### config.mk
export PLATFORM = sky130hd
export DESIGN_NAME = clk_gate_ctrl
export DESIGN_NICKNAME = d
export VERILOG_FILES = /design/src/rtl/clk_gate_ctrl.sv
export SDC_FILE = /design/constraint.sdc
export NUM_CORES = 1
export LEC_CHECK = 0
export ABC_AREA = 1
export CAP_MARGIN = 20
export CORE_MARGIN = 4
export CORE_UTILIZATION = 55
export DETAILED_ROUTE_END_ITERATION = 8
export PLACE_DENSITY = 0.76
export SYNTH_ARGS = -nofsm -noshare
export SYNTH_HDL_FRONTEND = slang
export SYNTH_SLANG_ARGS = --single-unit
export TNS_END_PERCENT = 50
### constraint.sdc
create_clock -name CLK -period 2.65 [get_ports CLK]
set_input_delay 0.53 -clock CLK [delete_from_list [all_inputs] [get_ports CLK]]
set_output_delay 0.53 -clock CLK [all_outputs]
set_load 0.03 [all_outputs]
### src/rtl/clk_gate_ctrl.sv
// Per-domain clock-gating controller.
// Drives one ICG enable per gated domain from a REQ/ACK handshake, with a
// wake-up settle delay before ACK and an idle hysteresis before gating off.
// Lives in the always-on domain; all outputs are registered.
module clk_gate_ctrl #(
  parameter int unsigned NUM_DOM  = 4,
  parameter int unsigned WAKE_CYC = 2,
  parameter int unsigned IDLE_CYC = 8,
  parameter int unsigned CNT_W    = 4
) (
  input  logic               CLK,
  input  logic               RST,
  input  logic [NUM_DOM-1:0] REQ,
  input  logic               FORCE_ON,
  output logic [NUM_DOM-1:0] EN,
  output logic [NUM_DOM-1:0] ACK,
  output logic               BUSY
);

  typedef enum logic [1:0] {
    S_OFF  = 2'd0,
    S_WAKE = 2'd1,
    S_ON   = 2'd2,
    S_IDLE = 2'd3
  } state_e;

  localparam logic [CNT_W-1:0] WAKE_LD = CNT_W'(WAKE_CYC - 1);
  localparam logic [CNT_W-1:0] IDLE_LD = CNT_W'(IDLE_CYC - 1);

  state_e             state_q [NUM_DOM];
  state_e             state_d [NUM_DOM];
  logic [CNT_W-1:0]   cnt_q   [NUM_DOM];
  logic [CNT_W-1:0]   cnt_d   [NUM_DOM];
  logic [NUM_DOM-1:0] en_q, en_d;
  logic [NUM_DOM-1:0] ack_q, ack_d;

  // State, counter and output registers; reset drops every clock at once.
  always_ff @(posedge CLK or negedge RST) begin
    if (!RST) begin
      for (int unsigned i = 0; i < NUM_DOM; i++) begin
        state_q[i] <= S_OFF;
        cnt_q[i]   <= '0;
      end
      en_q  <= '0;
      ack_q <= '0;
    end else begin
      for (int unsigned i = 0; i < NUM_DOM; i++) begin
        state_q[i] <= state_d[i];
        cnt_q[i]   <= cnt_d[i];
      end
      en_q  <= en_d;
      ack_q <= ack_d;
    end
  end

  // Next-state logic: identical, independent FSM per domain.
  always_comb begin
    for (int unsigned i = 0; i < NUM_DOM; i++) begin
      state_d[i] = state_q[i];
      cnt_d[i]   = cnt_q[i];
      unique case (state_q[i])
        S_OFF: begin
          if (REQ[i]) begin
            state_d[i] = S_WAKE;
            cnt_d[i]   = WAKE_LD;
          end
        end
        S_WAKE: begin
          // REQ is only sampled once the settle delay expires.
          if (cnt_q[i] != '0) begin
            cnt_d[i] = cnt_q[i] - CNT_W'(1);
          end else if (REQ[i]) begin
            state_d[i] = S_ON;
          end else begin
            state_d[i] = S_IDLE;
            cnt_d[i]   = IDLE_LD;
          end
        end
        S_ON: begin
          if (!REQ[i]) begin
            state_d[i] = S_IDLE;
            cnt_d[i]   = IDLE_LD;
          end
        end
        S_IDLE: begin
          // Clock still running, so a re-request skips the wake delay.
          if (REQ[i]) begin
            state_d[i] = S_ON;
          end else if (cnt_q[i] == '0) begin
            state_d[i] = S_OFF;
          end else begin
            cnt_d[i] = cnt_q[i] - CNT_W'(1);
          end
        end
        default: begin
          state_d[i] = S_OFF;
          cnt_d[i]   = '0;
        end
      endcase
    end
  end

  // Output decode from the next state so outputs move with the state.
  always_comb begin
    en_d  = '0;
    ack_d = '0;
    for (int unsigned i = 0; i < NUM_DOM; i++) begin
      en_d[i]  = (state_d[i] != S_OFF) | FORCE_ON;
      ack_d[i] = (state_d[i] == S_ON);
    end
  end

  assign EN   = en_q;
  assign ACK  = ack_q;
  assign BUSY = |en_q;

endmodule
==> results of run 1 <==
## power by group through the flow
stage | clock network [mW] | registers [mW] | logic [mW]
after floorplan | 0 | 0.940 | 1.29
after global placement | 0 | 0.919 | 1.66
after detailed placement | 0 | 0.918 | 1.70
after CTS | 0.476 | 0.910 | 1.71
after global routing | 0.495 | 0.945 | 1.97
final | 0.463 | 0.915 | 1.70
## stage by stage
stage	worst slack, ns	std cells	power [mW]
after global routing	0.3051	375	3.414
final	0.3594	375	3.079
after global placement	0.6692	367	2.576
after floorplan	0.9331	303	2.235
after CTS	0.3477	375	3.095
after detailed placement	0.6698	367	2.623
## worst paths after layout
| path | end | startpoint | slack [ns] | cells after the start |
|---|---|---|---|---|
| max reg2reg | EN[1] | cnt_q[8] | 1.09 | 9 |
| min in group asynchronous | state_q[4] | RST | 0.64 | 2 |
| max in group asynchronous | ACK[3] | RST | 1.72 | 2 |
| min | cnt_q[5] | cnt_q[5] | 0.49 | 2 |
| max | BUSY | EN[1] | 0.36 | 2 |
| min reg2reg | cnt_q[5] | cnt_q[5] | 0.49 | 2 |
## flip-flops by register name (all words and copies together) (netlist names)
| name | cells |
|---|---|
| cnt_q | 16 |
| state_q | 8 |
| ACK | 4 |
| EN | 4 |
## kinds of logic (layout without fill, tap and decap cells)
family | count (synthesis) | count (layout) | share of synthesized area
AOI/OAI and AO/OA | 31 | 31 | 0.09882
xor gates and xnor gates | 4 | 4 | 0.01647
adders and majority gates | 7 | 7 | 0.04117
buffers and inverters | 52 | 76 | 0.09177
DFF | 32 | 32 | 0.3765
and+or+nand+nor | 177 | 177 | 0.3753
## tightest hold or removal path, cell delays in order (launching register included)
cell and delay [ns]:
dfrtp_1 0.34, nand2_1 0.05, nand2_1 0.06
## placed cells by master, fill, tap and decap left out
cell / synthesis / routed
clkdlybuf4s50_1: 0 / 15
o21ai_2: 6 / 6
o211ai_2: 1 / 1
o21ai_0: 5 / 5
bufinv_16: 0 / 1
buf_4: 0 / 1
or4_1: 1 / 1
clkbuf_8: 0 / 5
o211ai_1: 2 / 2
nand3b_1: 2 / 2
nand3_2: 1 / 1
dfrtp_1: 32 / 32
xor2_1: 1 / 1
xnor2_1: 3 / 3
a22oi_1: 1 / 1
inv_1: 45 / 45
nand4_1: 5 / 5
nor2_2: 5 / 5
nor2_1: 25 / 25
nand2_2: 4 / 4
inv_2: 7 / 7
o2111ai_1: 2 / 2
o21a_1: 2 / 2
a21oi_2: 1 / 1
clkbuf_1: 0 / 1
clkinv_2: 0 / 1
nand3_1: 24 / 24
a21oi_1: 8 / 8
or2_1: 2 / 2
nand2_4: 3 / 3
nor3_1: 1 / 1
o21ai_1: 2 / 2
ha_1: 7 / 7
nand2_1: 101 / 101
o22ai_1: 1 / 1
nor2_4: 3 / 3
## cell type report
cell class	instances	area share
clock buffers	6	0.02959
multi-input cells	219	0.4612
inverters	52	0.07959
clock inverters	2	0.01429
repair buffers	16	0.06429
well taps	48	0.02449
flip-flops and latches	32	0.3265
## per-layer routing
metal | vias to the layer above | global-route usage | part of all wire | wire (microns)
met5 | - | 0 | 0 | 0
met3 | 9 | 0.03453 | 0.046 | 187
met2 | 45 | 0.2781 | 0.45 | 1820
li1 | 995 | - | - | -
met4 | 0 | 0.06170 | 0.017 | 68
met1 | 811 | 0.2446 | 0.49 | 2012
==> flow_metrics.tcl, run 1 <==
set metrics [dict create \
    outcome "completed" \
    critPathKind "flip-flop to output port" \
    cts_resized 0 \
    p_seq_frac 0.297 \
    gp_congestion 0.8912 \
    drt_iter0_drc 172 \
    vias 1860 \
    postPlaceCellArea_sq_mm 0.002345 \
    tightest_slew_ns 0.4052 \
    synth_area_leaders "dfrtp_1 (38%), nand2_1 (18%), inv_1 (7.9%)" \
    slew_violations 0 \
    multi_input_area_sq_mm 0.001131 \
    rows 22 \
    syn_inst 303 \
    clock_latency_ns 0.29 \
    ys.flop_type "dfrtp_1" \
    clk_pin_slew_ns 0.07 \
    synth_edf_count 0 \
    grt_remaining_overflow 0 \
    synth_most_common_cell "nand2_1" \
    synth_top_area_frac 0.3765 \
    cts.sinks 32 \
    clock-root-buffer "clkbuf_8" \
    grt_pass1_vias 1713 \
    grt_pass1_wl_microns 7176 \
    power_switching_mw 1.468 \
    die_h_microns 70.19 \
    endpoint_kind "output port" \
    seq_area_frac_synth 0.3765 \
    antenna_found_initial 0 \
    setup_violations 0 \
    synthTopCellsByCount "nand2_1 (101), inv_1 (45), dfrtp_1 (32), nor2_1 (25), nand3_1 (24)" \
    vias_per_cell 4.960 \
    crit_chain "or4_1 -> clkdlybuf4s50_1" \
    drive_gt1_frac 0.1193 \
    dr.pass1.iters 4 \
    worst_path_max_delay_cell "clkdlybuf4s50_1" \
    drtAntennaViolNets 0 \
    syn_area_sq_mm 0.002127 \
    dpl.hpwl_microns 3101 \
    clock.fmax_ghz 0.4366 \
    syn_to_final_growth_pct 15.29 \
    ir_worst_vdd_mv 0.7160 \
    core_area_sq_mm 0.003689 \
    initial_core_util 0.5767 \
    final-hold-violation-count 0 \
    cpPeakStageDelay_ns 0.60 \
    die_area_sq_mm 0.004926 \
    wl_microns 4088 \
    worstPathMaxFanout 2 \
    io-pin-count 16 \
    htree_levels 2 \
    synth_cell_type_count 30 \
    clk_path_buf_depth 2 \
    finish.instance_area_sq_mm 0.002452 \
    worstSetupStartpointType "flip-flop" \
    fin_util 0.6649 \
    slew_headroom 0.7299 \
    drc 0 \
    crit_buf_inv 1 \
    skew_ns 0.01003 \
    cts_tree "done" \
    swShare 0.4769 \
    post-route-period-util 0.8644 \
    async_flop_share 1.000 \
    numCtsBuffers 5 \
    crit_family "buffers and inverters" \
    fin_hold_ws_ns 0.4864 \
    insertedDiodeCount 0 \
    synth_top_cell_by_area "dfrtp_1" \
    hold_path_class "flip-flop to flip-flop" \
    p_int_mw 1.611 \
    grt_max_degree 33 \
    min_period_ns 2.291 \
    ys_warn_count 0 \
    synth_fp_nets 317 \
    syn_area_per_cell_sq_um 7.020 \
    grt_usage 0.1775 \
    setup_tns_ns 0 \
    cts_setup_buffers 0 \
    drv_cap 0 \
    ff_latch_area_sq_um 800.8 \
    cp_data_required_time_ns 2.12 \
    pwr-share-comb 0.553 \
    die_x_microns 70.19 \
    p_clk_frac 0.150 \
    holdBufCountCts 0 \
    fin_nets 340 \
    post_drt_wl_per_cell_microns 10.90 \
    fillers 327 \
    rsz0062_at_grt "false" \
    p_per_area_mw_per_mm2 1256 \
    p_leak_nw 1.314 \
    port_buffers 15 \
    arrival_ns 1.76 \
    ys_seq_elements 32 \
]
No activity file was read; power rests on OpenSTA's default activity.
==> inputs of run 2 (changes only) <==
ABC_CLOCK_PERIOD_IN_PS = 2650   (was not set)
==> results of run 2 <==
Same layout as run 1: the final DEF is identical, and so are final timing and power.
==> inputs of run 3 (changes only) <==
CORE_UTILIZATION = 63   (was 55)
PLACE_DENSITY = 0.85   (was 0.76)
==> flow_metrics.tcl, run 3 (same netlist as run 1, synthesis figures left out) <==
set metrics [dict create \
    outcome "completed" \
    hp-start "cnt_q[9]" \
    grt_usage 0.2228 \
    hold_path_class "flip-flop to flip-flop" \
    port_buffers 15 \
    swShare 0.4997 \
    clock-root-buffer "clkbuf_4" \
    post-route-period-util 0.8935 \
    drive_gt1_frac 0.1162 \
    crit_path_start "EN[1]" \
    numCtsBuffers 5 \
    finalPower_mw 2.923 \
    grt_remaining_overflow 0 \
    gp_congestion 0.9059 \
    p_leak_nw 1.291 \
    crit_chain "or4_1 -> clkdlybuf4s50_1" \
    rr_startpoint "cnt_q[8]" \
    clock_latency_ns 0.33 \
    drc 0 \
    cp_data_required_time_ns 2.12 \
    fin_hold_ws_ns 0.4886 \
    cts_tree "done" \
    endpoint_kind "output port" \
    syn_to_final_growth_pct 12.76 \
    p_per_area_mw_per_mm2 1219 \
    grt_max_degree 33 \
    cpPeakStageDelay_ns 0.60 \
    dpl.hpwl_microns 3172 \
    die_h_microns 66.11 \
    core_area_sq_mm 0.003153 \
    clk_path_buf_depth 2 \
    dr.pass1.iters 4 \
    setup_tns_ns 0 \
    grt_pass1_vias 1811 \
    grt_pass1_wl_microns 7576 \
    layout_commonest_cell "nand2_1" \
    fin_cells 371 \
    tightest_slew_ns 0.3985 \
    clk_pin_slew_ns 0.10 \
    largestRegisters "cnt_q: 16 flops, state_q: 8 flops" \
    arrival_ns 1.84 \
    wl_microns 4288 \
    die_x_microns 66.11 \
    clock.fmax_ghz 0.4223 \
    crit_family "buffers and inverters" \
    skew_ns 0.009679 \
    vias_per_cell 5.243 \
    holdBufCountCts 0 \
    worstSetupStartpointType "flip-flop" \
    drt_iter0_drc 246 \
    setup_violations 0 \
    vias 1945 \
    fin_nets 340 \
    io-pin-count 16 \
    ir_worst_vdd_mv 0.7130 \
    layout_common_cells "nand2_1 (101), inv_1 (45), dfrtp_1 (32)" \
    cts_setup_buffers 0 \
    slew_headroom 0.7343 \
    rows 20 \
    regMostFlops "cnt_q" \
    rsz0062_at_grt "false" \
    insertedDiodeCount 0 \
    slew_violations 0 \
    htree_levels 2 \
    p_seq_frac 0.315 \
    pwr-share-comb 0.585 \
    power_switching_mw 1.461 \
    cts_resized 0 \
    initial_core_util 0.6746 \
    post_drt_wl_per_cell_microns 11.56 \
    worst_path_max_delay_cell "clkdlybuf4s50_1" \
    critPathKind "flip-flop to output port" \
    cts.sinks 32 \
    crit_buf_inv 1 \
    p_clk_frac 0.100 \
    p_int_mw 1.463 \
    worstPathMaxFanout 2 \
    drtAntennaViolNets 0 \
    die_area_sq_mm 0.004370 \
    final-hold-violation-count 0 \
    largest_reg_flops 16 \
    post-place-cells 363 \
    min_period_ns 2.368 \
    antenna_found_initial 0 \
    drv_cap 0 \
]
## run 3: changes by cell type in the layout (fill, tap and decap cells not counted)
cell	delta
bufinv_16	-1
clkbuf_1	+1
clkbuf_4	+5
clkbuf_8	-4
clkinv_2	-1
## run 3: final timing paths
path / endpoint / slack, ns / cells after the start
worst max-delay path: BUSY / 0.28 / 2
worst min-delay path: cnt_q[9] / 0.49 / 2
worst max register to register: EN[1] / 1.06 / 9
worst min register to register: cnt_q[9] / 0.49 / 2
max in group asynchronous: cnt_q[0] / 1.77 / 2
min in group asynchronous: cnt_q[8] / 0.58 / 2
## run 3: tightest hold or removal path, stage by stage, from the launching register on
cell and delay (ns):
dfrtp_1 0.35, nand2_1 0.05, nand2_1 0.06
## run 3: cell type report
type	instances	area, sq um
clock buffers	8	58.81
fillers	269	754.5
inverters	52	195.2
multi-input cells	219	1131
flip-flops and latches	32	800.8
well taps	44	55.05
repair buffers	16	157.7
## run 3: routing by layer
| layer | wire length [microns] | global-route usage |
|---|---|---|
| met4 | 54 | 0.07360 |
| met5 | 0 | 0 |
| met1 | 2032 | 0.2955 |
| met3 | 216 | 0.04422 |
| met2 | 1984 | 0.3631 |
## run 3: through the flow
step                setup WS, ns    util  area [sq um]
global route              0.2184  0.7607          2399
floorplan                 0.9331       -          2127
CTS                       0.2670  0.7607          2399
detailed placement        0.6376  0.7421          2340
finish                    0.2822  0.7607          2399
global placement          0.6679  0.7421          2340
## run 3: power by group through the flow
| stage | Clock, mW | Combinational [mW] | Sequential [mW] |
|---|---|---|---|
| floorplan | 0 | 1.29 | 0.940 |
| global placement | 0 | 1.64 | 0.921 |
| detailed placement | 0 | 1.70 | 0.920 |
| CTS | 0.298 | 1.71 | 0.914 |
| global route | 0.316 | 1.99 | 0.945 |
| finish | 0.292 | 1.71 | 0.920 |
